===== src/rtl/spi_xfer_sequencer_pkg.sv =====
// spi_xfer_sequencer_pkg
//   Shared constants for the SPI transfer sequencer: FSM state encodings
//   and default sizing parameters.
package spi_xfer_sequencer_pkg;

  // FSM state encodings (3-bit).
  localparam logic [2:0] ST_IDLE      = 3'd0;
  localparam logic [2:0] ST_LAUNCH    = 3'd1;
  localparam logic [2:0] ST_WAIT_BUSY = 3'd2;
  localparam logic [2:0] ST_WAIT_DONE = 3'd3;
  localparam logic [2:0] ST_CAPTURE   = 3'd4;

  // Default sizing.
  localparam int D_PACK_DEF   = 8;   // data word width, matches the SPI core
  localparam int FIFO_AW_DEF  = 2;   // FIFO depth = 2**FIFO_AW
  localparam int BUSY_TMO_DEF = 15;  // cycles allowed for SPI_BUSY to rise

endpackage


===== src/rtl/spi_xfer_sequencer_sync_fifo.sv =====
// sync_fifo
//   Single-clock FIFO with FIFO_AW+1 bit wrapping pointers. The head word
//   is presented combinationally from the storage registers, so it is valid
//   whenever empty=0 and reads as zero after reset.
// Ports:
//   CLOCK        rising-edge clock
//   RST          asynchronous active-low reset
//   push / din   write din when not full
//   pop          drop the head word when not empty
//   dout         head word
//   full, empty  status flags
//   level        current occupancy (0 .. 2**AW)
module sync_fifo #(
  parameter int W  = 8,
  parameter int AW = 2
) (
  input  logic          CLOCK,
  input  logic          RST,
  input  logic          push,
  input  logic          pop,
  input  logic [W-1:0]  din,
  output logic [W-1:0]  dout,
  output logic          full,
  output logic          empty,
  output logic [AW:0]   level
);

  localparam int DEPTH = 1 << AW;

  logic [W-1:0] mem_q [DEPTH];
  logic [W-1:0] mem_d [DEPTH];
  logic [AW:0]  wr_ptr_q, wr_ptr_d;
  logic [AW:0]  rd_ptr_q, rd_ptr_d;
  logic         do_push, do_pop;

  // Full when the pointers sit one lap apart: MSBs differ, index bits equal.
  assign full  = (wr_ptr_q[AW] != rd_ptr_q[AW]) &&
                 (wr_ptr_q[AW-1:0] == rd_ptr_q[AW-1:0]);
  assign empty = (wr_ptr_q == rd_ptr_q);
  assign level = wr_ptr_q - rd_ptr_q;
  assign dout  = mem_q[rd_ptr_q[AW-1:0]];

  // A blocked push or pop is silently dropped.
  assign do_push = push && !full;
  assign do_pop  = pop && !empty;

  always_comb begin
    mem_d    = mem_q;
    wr_ptr_d = wr_ptr_q;
    rd_ptr_d = rd_ptr_q;
    if (do_push) begin
      mem_d[wr_ptr_q[AW-1:0]] = din;
      wr_ptr_d = wr_ptr_q + 1'b1;
    end
    if (do_pop) begin
      rd_ptr_d = rd_ptr_q + 1'b1;
    end
  end

  always_ff @(posedge CLOCK or negedge RST) begin
    if (!RST) begin
      wr_ptr_q <= '0;
      rd_ptr_q <= '0;
      for (int i = 0; i < DEPTH; i++) begin
        mem_q[i] <= '0;
      end
    end else begin
      wr_ptr_q <= wr_ptr_d;
      rd_ptr_q <= rd_ptr_d;
      mem_q    <= mem_d;
    end
  end

endmodule


===== src/rtl/spi_xfer_sequencer.sv =====
// spi_xfer_sequencer
//   Buffers host words in a TX FIFO, launches one SPI core transfer per word
//   (select held low across back-to-back words) and stores each returned
//   word in an RX FIFO for the host.
// Ports:
//   CLOCK, RST              clock, asynchronous active-low reset
//   WR_EN, WR_DATA, TX_FULL host side of the TX FIFO
//   RD_EN, RD_DATA, RX_EMPTY host side of the RX FIFO
//   SPI_ENABLE, SPI_ADDR,   registered controls to the SPI core
//   SPI_TX_DATA
//   SPI_BUSY, SPI_RX_DATA   status and returned word from the SPI core
//   ERR                     sticky BUSY-rise timeout flag
module spi_xfer_sequencer
  import spi_xfer_sequencer_pkg::*;
#(
  parameter int D_PACK   = D_PACK_DEF,
  parameter int FIFO_AW  = FIFO_AW_DEF,
  parameter int BUSY_TMO = BUSY_TMO_DEF
) (
  input  logic              CLOCK,
  input  logic              RST,
  input  logic              WR_EN,
  input  logic [D_PACK-1:0] WR_DATA,
  output logic              TX_FULL,
  input  logic              RD_EN,
  output logic [D_PACK-1:0] RD_DATA,
  output logic              RX_EMPTY,
  output logic              SPI_ENABLE,
  output logic              SPI_ADDR,
  output logic [D_PACK-1:0] SPI_TX_DATA,
  input  logic              SPI_BUSY,
  input  logic [D_PACK-1:0] SPI_RX_DATA,
  output logic              ERR
);

  localparam int DEPTH = 1 << FIFO_AW;
  localparam int CW    = $clog2(BUSY_TMO + 1);

  logic [2:0]        state_q, state_d;
  logic [CW-1:0]     cnt_q, cnt_d, cnt_inc;
  logic              spi_enable_q, spi_enable_d;
  logic              spi_addr_q, spi_addr_d;
  logic [D_PACK-1:0] spi_tx_data_q, spi_tx_data_d;
  logic              err_q, err_d;

  logic              tx_pop, tx_empty;
  logic [D_PACK-1:0] tx_dout;
  logic [FIFO_AW:0]  tx_level_unused;
  logic              rx_push, rx_full;
  logic [FIFO_AW:0]  rx_level;
  logic              rx_room_after_push;

  sync_fifo #(.W(D_PACK), .AW(FIFO_AW)) u_tx_fifo (
    .CLOCK (CLOCK),
    .RST   (RST),
    .push  (WR_EN),
    .pop   (tx_pop),
    .din   (WR_DATA),
    .dout  (tx_dout),
    .full  (TX_FULL),
    .empty (tx_empty),
    .level (tx_level_unused)
  );

  sync_fifo #(.W(D_PACK), .AW(FIFO_AW)) u_rx_fifo (
    .CLOCK (CLOCK),
    .RST   (RST),
    .push  (rx_push),
    .pop   (RD_EN),
    .din   (SPI_RX_DATA),
    .dout  (RD_DATA),
    .full  (rx_full),
    .empty (RX_EMPTY),
    .level (rx_level)
  );

  // Burst decision in CAPTURE looks one word ahead: the word being captured
  // must leave at least one free slot for the next transfer's reply.
  assign rx_room_after_push = (int'(rx_level) + 1) < DEPTH;
  assign cnt_inc            = cnt_q + CW'(1);

  // Outputs are computed together with the next state so that the SPI
  // controls come straight from flops and change on the entering edge.
  always_comb begin
    state_d       = state_q;
    cnt_d         = cnt_q;
    spi_enable_d  = spi_enable_q;
    spi_addr_d    = spi_addr_q;
    spi_tx_data_d = spi_tx_data_q;
    err_d         = err_q;
    tx_pop        = 1'b0;
    rx_push       = 1'b0;
    case (state_q)
      ST_IDLE: begin
        if (!tx_empty && !rx_full) begin
          tx_pop        = 1'b1;
          spi_tx_data_d = tx_dout;
          spi_enable_d  = 1'b0;
          spi_addr_d    = 1'b0;
          state_d       = ST_LAUNCH;
        end else begin
          spi_enable_d = 1'b1;
          spi_addr_d   = 1'b1;
        end
      end
      ST_LAUNCH: begin
        cnt_d        = '0;
        spi_enable_d = 1'b0;
        spi_addr_d   = 1'b0;
        state_d      = ST_WAIT_BUSY;
      end
      ST_WAIT_BUSY: begin
        if (SPI_BUSY) begin
          state_d = ST_WAIT_DONE;
        end else if (cnt_inc == CW'(BUSY_TMO)) begin
          // Core never answered: flag it, drop the word, release the bus.
          err_d        = 1'b1;
          spi_enable_d = 1'b1;
          spi_addr_d   = 1'b1;
          state_d      = ST_IDLE;
        end else begin
          cnt_d = cnt_inc;
        end
      end
      ST_WAIT_DONE: begin
        if (!SPI_BUSY) begin
          state_d = ST_CAPTURE;
        end
      end
      ST_CAPTURE: begin
        rx_push = 1'b1;
        if (!tx_empty && rx_room_after_push) begin
          tx_pop        = 1'b1;
          spi_tx_data_d = tx_dout;
          spi_enable_d  = 1'b0;
          spi_addr_d    = 1'b0;
          state_d       = ST_LAUNCH;
        end else begin
          spi_enable_d = 1'b1;
          spi_addr_d   = 1'b1;
          state_d      = ST_IDLE;
        end
      end
      default: begin
        spi_enable_d = 1'b1;
        spi_addr_d   = 1'b1;
        state_d      = ST_IDLE;
      end
    endcase
  end

  always_ff @(posedge CLOCK or negedge RST) begin
    if (!RST) begin
      state_q       <= ST_IDLE;
      cnt_q         <= '0;
      spi_enable_q  <= 1'b1;
      spi_addr_q    <= 1'b1;
      spi_tx_data_q <= '0;
      err_q         <= 1'b0;
    end else begin
      state_q       <= state_d;
      cnt_q         <= cnt_d;
      spi_enable_q  <= spi_enable_d;
      spi_addr_q    <= spi_addr_d;
      spi_tx_data_q <= spi_tx_data_d;
      err_q         <= err_d;
    end
  end

  assign SPI_ENABLE  = spi_enable_q;
  assign SPI_ADDR    = spi_addr_q;
  assign SPI_TX_DATA = spi_tx_data_q;
  assign ERR         = err_q;

endmodule


===== config.mk =====
export PLATFORM = sky130hd
export DESIGN_NAME = spi_xfer_sequencer
export DESIGN_NICKNAME = d
export VERILOG_FILES = /design/src/rtl/spi_xfer_sequencer_pkg.sv /design/src/rtl/spi_xfer_sequencer_sync_fifo.sv /design/src/rtl/spi_xfer_sequencer.sv
export SDC_FILE = /design/constraint.sdc
export NUM_CORES = 1
export LEC_CHECK = 0
export BUFFER_PORTS_ARGS = -buffer_cell sky130_fd_sc_hd__buf_4
export CORE_ASPECT_RATIO = 1.25
export CORE_MARGIN = 4
export CORE_UTILIZATION = 40
export CTS_BUF_LIST = sky130_fd_sc_hd__clkbuf_16
export CTS_CLUSTER_DIAMETER = 200
export DETAILED_ROUTE_END_ITERATION = 7
export PLACE_DENSITY = 0.6
export SKIP_CTS_REPAIR_TIMING = 1
export SYNTH_ARGS = -nofsm -noshare
export SYNTH_HDL_FRONTEND = slang
export SYNTH_SLANG_ARGS = --single-unit

===== constraint.sdc =====
create_clock -name CLOCK -period 3.2 [get_ports CLOCK]
set_clock_uncertainty 0.1 [all_clocks]
set_input_delay 0.64 -clock CLOCK [delete_from_list [all_inputs] [get_ports CLOCK]]
set_output_delay 0.64 -clock CLOCK [all_outputs]
set_load 0.005 [all_outputs]

After elaboration in Yosys (flattened, before gate mapping)
Cells that the tools add are included.

storage, ports and cells
  ROM bits = 0
  bits in writable memories = 0
  bits in latches = 0
  register bits = 93
  memories = 0
  output and inout port bits = 21
  input port bits = 21
  word-level logic and storage cells = 110

cells by class
  divide/modulo/power cells = 0
  bitwise gates (word level) = 6
  multipliers = 0
  eq/ne operators = 18
  magnitude comparators = 7
  muxes and demuxes = 33
  reductions and logical operators = 22
  $add $sub $neg = 7
  shift-type cells = 0

operators with widths
  cell                 count
  $bwmux 32            2
  $mux 8               8
  $bmux 8 s2           2
  $demux 8 s2          2
  $pmux 8 s2           1
  $pmux 3 s5           1
  $reduce_and 3->1     5
  $add 3x1->3 const B  4
  $ge 3x3->1 const B   4
  $mux 3               4
  $ne 2x2->1 const B   6
  $not 2->3            4
  $logic_and 1x1->1    10
  $mux 1               8
  $mux 4               2
  $pmux 4 s2           1
  $eq 3x2->1 const B   2
  $eq 3x3->1           2
  $lt 3x1->1 const B   2
  $pmux 1 s5           1
  $add 3x1->4 const B  1
  $add 4x1->4 const B  1
  $eq 2x2->1           2
  $eq 4x4->1 const B   1
  11 further kinds     17

Longest topological paths before layout
  depth after elaboration = 7
  depth in mapped cells = 10
  mapped depth without buffers = 9

Cells and area by module
Synthesis repeated with hierarchy kept, for this count alone.

second synthesis, totals
  cells, all modules = 325
  area, all modules = 4,565.6 um^2

modules (own cells, without submodules)
  module                  area an instance (um^2)  sequential area each (um^2)  instances  cells each
  sync_fifo at u_tx_fifo  1,840.5                  950.9                        1          121
  sync_fifo at u_rx_fifo  1,833.0                  950.9                        1          121
  spi_xfer_sequencer      892.1                    426.7                        1          83

Worst setup path before layout
Ideal clock, no wire load.

  path type = reg2reg
  start = register u_rx_fifo.rd_ptr_q[1]
  end = register spi_tx_data_q[0], in the netlist SPI_TX_DATA[0]
  period minus slack after synthesis = 2.792 ns
  stages on the path, launching flop included = 9
  slack = 0.408 ns
  arrival = 2.567 ns
  library setup time = 0.125 ns
  data required time = 2.975 ns
  buffers on the path = 2
  cell sequence = dfrtp_1 > clkbuf_1 > inv_1 > fa_1 > xor3_2 > nand3_2 > a2111oi_4 > buf_6 > mux2_4

on the way
  longest elaborated chain between the ends = 6
  elaborated cells between the ends (all ways) = 11
  classes of those cells = add/sub (2); order compare (1); eq/ne (3); reduce/logical (5)

ends and longest elaborated chain
  item                                                     RTL line                                                                text
  from (decl)                                              spi_xfer_sequencer_sync_fifo.sv:33                                      logic [AW:0] rd_ptr_q, rd_ptr_d;
  from (signal assigned)                                   spi_xfer_sequencer_sync_fifo.sv:69                                      rd_ptr_q <= rd_ptr_d;
  $sub 3x3->3 / $eq 2x2->1 (equally long branches)         spi_xfer_sequencer_sync_fifo.sv:40, spi_xfer_sequencer_sync_fifo.sv:38
  $add 3x1->4 / $logic_and 1x1->1 (equally long branches)  spi_xfer_sequencer.sv:79, spi_xfer_sequencer_sync_fifo.sv:37
  $lt 4x3->1 / $logic_not 1->1 (equally long branches)     spi_xfer_sequencer.sv:79, spi_xfer_sequencer.sv:95
  $logic_and 1x1->1, on equally long branches              spi_xfer_sequencer.sv:132, spi_xfer_sequencer.sv:95
  $ne 2x2->1 (no source line)                              -
  $reduce_and 3->1 (no source line) (*)                    -
  to (signal assigned)                                     spi_xfer_sequencer.sv:165                                               spi_tx_data_q <= spi_tx_data_d;
  to (decl)                                                spi_xfer_sequencer.sv:43                                                logic [D_PACK-1:0] spi_tx_data_q, spi_tx_data_d;

Mark *: on every way between the ends. The rest lies on a longest branch, timed or not.
A chain may end at the register's enable or synchronous reset.

Worst setup path after layout
  start = register u_rx_fifo.wr_ptr_q[0]
  end = register u_tx_fifo.rd_ptr_q[1]

on the way
  longest elaborated chain between the ends = 7
  elaborated cells between the ends (all ways) = 12
  classes of those cells = add/sub (2); order compare (1); eq/ne (1); mux (3); reduce/logical (5)

ends and longest elaborated chain
  item                                                     RTL line                                                                text
  from (decl)                                              spi_xfer_sequencer_sync_fifo.sv:32                                      logic [AW:0] wr_ptr_q, wr_ptr_d;
  from (signal assigned)                                   spi_xfer_sequencer_sync_fifo.sv:68                                      wr_ptr_q <= wr_ptr_d;
  $sub 3x3->3 / $eq 2x2->1 (equally long branches)         spi_xfer_sequencer_sync_fifo.sv:40, spi_xfer_sequencer_sync_fifo.sv:38
  $add 3x1->4 / $logic_and 1x1->1 (equally long branches)  spi_xfer_sequencer.sv:79, spi_xfer_sequencer_sync_fifo.sv:37
  $lt 4x3->1 / $logic_not 1->1 (equally long branches)     spi_xfer_sequencer.sv:79, spi_xfer_sequencer.sv:95
  $logic_and 1x1->1, on equally long branches              spi_xfer_sequencer.sv:132, spi_xfer_sequencer.sv:95
  $mux 1, on equally long branches                         spi_xfer_sequencer.sv:132, spi_xfer_sequencer.sv:95
  $pmux 1 s2 (*)                                           spi_xfer_sequencer.sv:93                                                case (state_q)
  $logic_and 1x1->1 (*)                                    spi_xfer_sequencer_sync_fifo.sv:45                                      assign do_pop = pop && !empty;
  to (signal assigned)                                     spi_xfer_sequencer_sync_fifo.sv:69
  to (decl)                                                spi_xfer_sequencer_sync_fifo.sv:33

Marked as above.

==> results.py <==
metrics = {
    "worst_setup_path": {
        "crit_end": "u_tx_fifo.rd_ptr_q[1]$_DFFE_PN0P_",
        "crit_start": "u_rx_fifo.wr_ptr_q[0]$_DFFE_PN0P_",
        "cp_slowest_cell": "xor3_2",
        "cp-end-kind": "flop",
        "worst_setup_path_start_kind": "flop",
        "crit_chain": "inv_1, ha_1, inv_1, fa_1, xor3_2, nand3_2, a2111oi_4, buf_4, mux2_2",
        "required_ns": 3.32,
        "crit_top_cell": "inv_1",
        "r2r_setup_slack_ns": 0.40,
        "path_depth": 9,
        "cp_max_fo": 11,
        "worstSetupPathType": "reg2reg",
        "cp.arrival_ns": 2.92,
        "reg2reg_from": "u_rx_fifo.wr_ptr_q[0]$_DFFE_PN0P_",
        "worstReg2RegEnd": "u_tx_fifo.rd_ptr_q[1]$_DFFE_PN0P_",
        "r2r_cells": 9,
        "crit_family": "adder cells",
        "cpPeakStageDelay_ns": 0.41,
        "path_buf_inv": 3,
    },
    "layout": {
        "num-fill-cells": 969,
        "diodes": 0,
        "postLayoutCoreUtil_pct": 47.85,
        "synthToLayoutAreaGrowth_pct": 15.72,
        "post-route-cell-area_sq_mm": 0.005130,
        "nNetsFinal": 382,
        "drive_gt1_share_pct": 45.30,
    },
    "cts": {
        "cts_tree": "built",
        "cts_htree_levels": 3,
        "cts.sinks": 93,
        "cts_made_buffers": 9,
        "cts_buffer_depth": 2,
        "path_clk_slew_ns": 0.06,
        "clk_latency_ns": 0.33,
        "cts_root_buf": "clkbuf_16",
    },
    "global_route": {
        "grt_pass1_vias": 2721,
        "grt_pass1_wl_um": 13530,
        "antenna_found_initial": 0,
        "grt.overflow.total": 0,
        "globalRouteTotalUtil_pct": 13.57,
        "grt_max_degree": 57,
    },
    "power": {
        "power.leakage_nw": 2.280,
        "pwr_density_cell_mw_per_mm2": 1053,
        "ir_drop_mv": 0.4723,
    },
    "run": {
        "drv_cap": 0,
    },
    "synthesis": {
        "syn_area_sq_mm": 0.004433,
        "ys_seq_area_share_pct": 52.53,
        "synth_edf_count": 0,
        "synthArstFlopShare_pct": 100.0,
        "synthCells": 300,
        "avgSynthCellArea_sq_um": 14.78,
        "synthesis.nets": 336,
        "yosys_warnings": 0,
        "synth_top_flop_cell": "dfrtp_1",
        "ys_ff_latch": 93,
        "synth.distinct_cells": 44,
    },
    "timing": {
        "slew_headroom_pct": 65.03,
        "setup_viol_count_final": 0,
        "hold_violations": 0,
        "worst_pin_slew_ns": 0.5113,
        "maxSlewViolCount": 0,
        "final.setup.tns_ns": 0,
        "clock.fmax_ghz": 0.3571,
        "period_needed_ns": 2.801,
        "timing.final.crit_share_pct": 87.52,
        "rsz0062_at_grt": "no",
    },
    "die": {
        "row_count": 42,
        "dieHeight_um": 125.7,
        "fp.coreArea_sq_mm": 0.01072,
        "die_area_sq_mm": 0.01284,
        "io_pins": 42,
        "start_util_pct": 41.35,
        "die_x_um": 102.2,
    },
    "drt": {
        "first_pass_iters": 4,
        "viasPerCell": 5.135,
        "wl_per_cell_um": 16.62,
        "vias": 2480,
        "first_iter_violations": 58,
        "drc": 0,
        "ant_nets": 0,
        "drt_wl_total_um": 8028,
    },
    "placed_design": {
        "port_buffers": 41,
        "gp_congestion": 0.7557,
        "dp_hpwl_um": 5475,
        "place_area_sq_mm": 0.004872,
    },
    "status": {
        "outcome": "complete, no violations",
    },
    "worst_hold_path": {
        "hold_path_class": "in2async",
    },
}
==> worst min-delay path by stage <==
stage                                            endpoint             from  slack [ns]
after floorplan                           ERR$_DFFE_PN0P_              RST        0.24
after detailed placement                  ERR$_DFFE_PN0P_  ERR$_DFFE_PN0P_        0.35
after global routing      u_tx_fifo.mem_q[17]$_DFFE_PN0P_              RST        0.20
final                     u_tx_fifo.mem_q[17]$_DFFE_PN0P_              RST        0.17
after CTS                 u_tx_fifo.mem_q[17]$_DFFE_PN0P_              RST        0.18
after global placement                    ERR$_DFFE_PN0P_  ERR$_DFFE_PN0P_        0.35
==> cells in the mapped netlist, types with 3 or more instances <==
cell	count	area share (%)
mux2_4	8	2.7
nand2_1	15	1.3
dfrtp_1	92	52
clkbuf_1	3	0.25
mux2_2	67	17
nor4_1	3	0.42
nor2_1	10	0.85
ha_1	14	4.0
mux4_2	16	8.1
xor2_1	5	0.99
xnor2_1	8	1.6
o21ai_0	5	0.56
o31a_1	3	0.59
buf_6	3	0.76
inv_1	10	0.85
==> final cells by class <==
class,count,area (sq um),area share (%)
Multi-Input combinational cell,186,1983,38.66
Sequential cell,93,2328,45.39
Tap cell,132,165.2,3.220
Inverter,10,37.54,0.7317
Timing Repair Buffer,46,357.8,6.976
Clock buffer,9,225.2,4.390
Clock inverter,7,32.53,0.6341
==> routing by layer <==
| layer | track usage (%) | vias up | wire (um) |
|---|---|---|---|
| met2 | 21.89 | 31 | 4041 |
| met3 | 2.987 | 14 | 242 |
| li1 | - | 1171 | - |
| met5 | 0 | - | 0 |
| met1 | 17.57 | 1264 | 3597 |
| met4 | 5.637 | 0 | 146 |
==> through the flow <==
stage          hold slack (ns)  worst slack [ns]  instances  power, mW
4_1_cts                 0.1782            0.3763        483      5.506
3_5_place_dp            0.3502            0.3818        467      4.543
5_1_grt                 0.2007            0.2366        483      5.826
6_report                0.1669            0.3994        483      5.403
3_3_place_gp            0.3491            0.4269        467      4.459
2_1_floorplan           0.2444            0.4080        300      3.875
==> cells in the final DEF, fill, tap and decap left out, types with 2 or more instances in the layout <==
cell type   n
a21oi_1     2
xnor2_1     8
mux2_4      8
nand2_1    15
mux4_2     16
o31a_1      3
inv_1      12
ha_1       14
mux2_2     67
nand2_2     2
buf_4      45
o21bai_1    2
dfrtp_1    92
nor4_1      3
xor2_1      5
nor2_1     10
clkbuf_16   9
o21ai_0     5
clkinv_1    3
nand3_1     2
nand2b_1    2
nand3b_1    2
nor3_1      2
==> power breakdown <==
group | internal (mW) | switching (mW)
logic | 1.43 | 0.877
registers | 1.76 | 0.405
clock network | 0.514 | 0.420
total | 3.70 | 1.70
==> flip-flops by register name (all words and copies together) (netlist names) <==
signal	flops
SPI_ADDR	1
u_rx_fifo.mem_q	32
state_q	3
u_tx_fifo.rd_ptr_q	3
ERR	1
u_rx_fifo.rd_ptr_q	3
u_rx_fifo.wr_ptr_q	3
SPI_TX_DATA	8
u_tx_fifo.mem_q	32
cnt_q	4
u_tx_fifo.wr_ptr_q	3
==> kinds of logic (layout without fill, tap and decap cells) <==
kind of cell / Yosys count / count (layout) / synth area share [%]
flip-flops: 93 / 93 / 52.53
multiplexers: 92 / 92 / 28.08
AND/OR/NAND/NOR: 46 / 46 / 5.476
buffers and inverters: 21 / 72 / 2.738
AO/OA/AOI/OAI: 18 / 18 / 3.274
adder cells (fa/ha/maj): 15 / 15 / 4.403
XOR/XNOR: 15 / 15 / 3.500
Power figures use the tool's default switching activity.
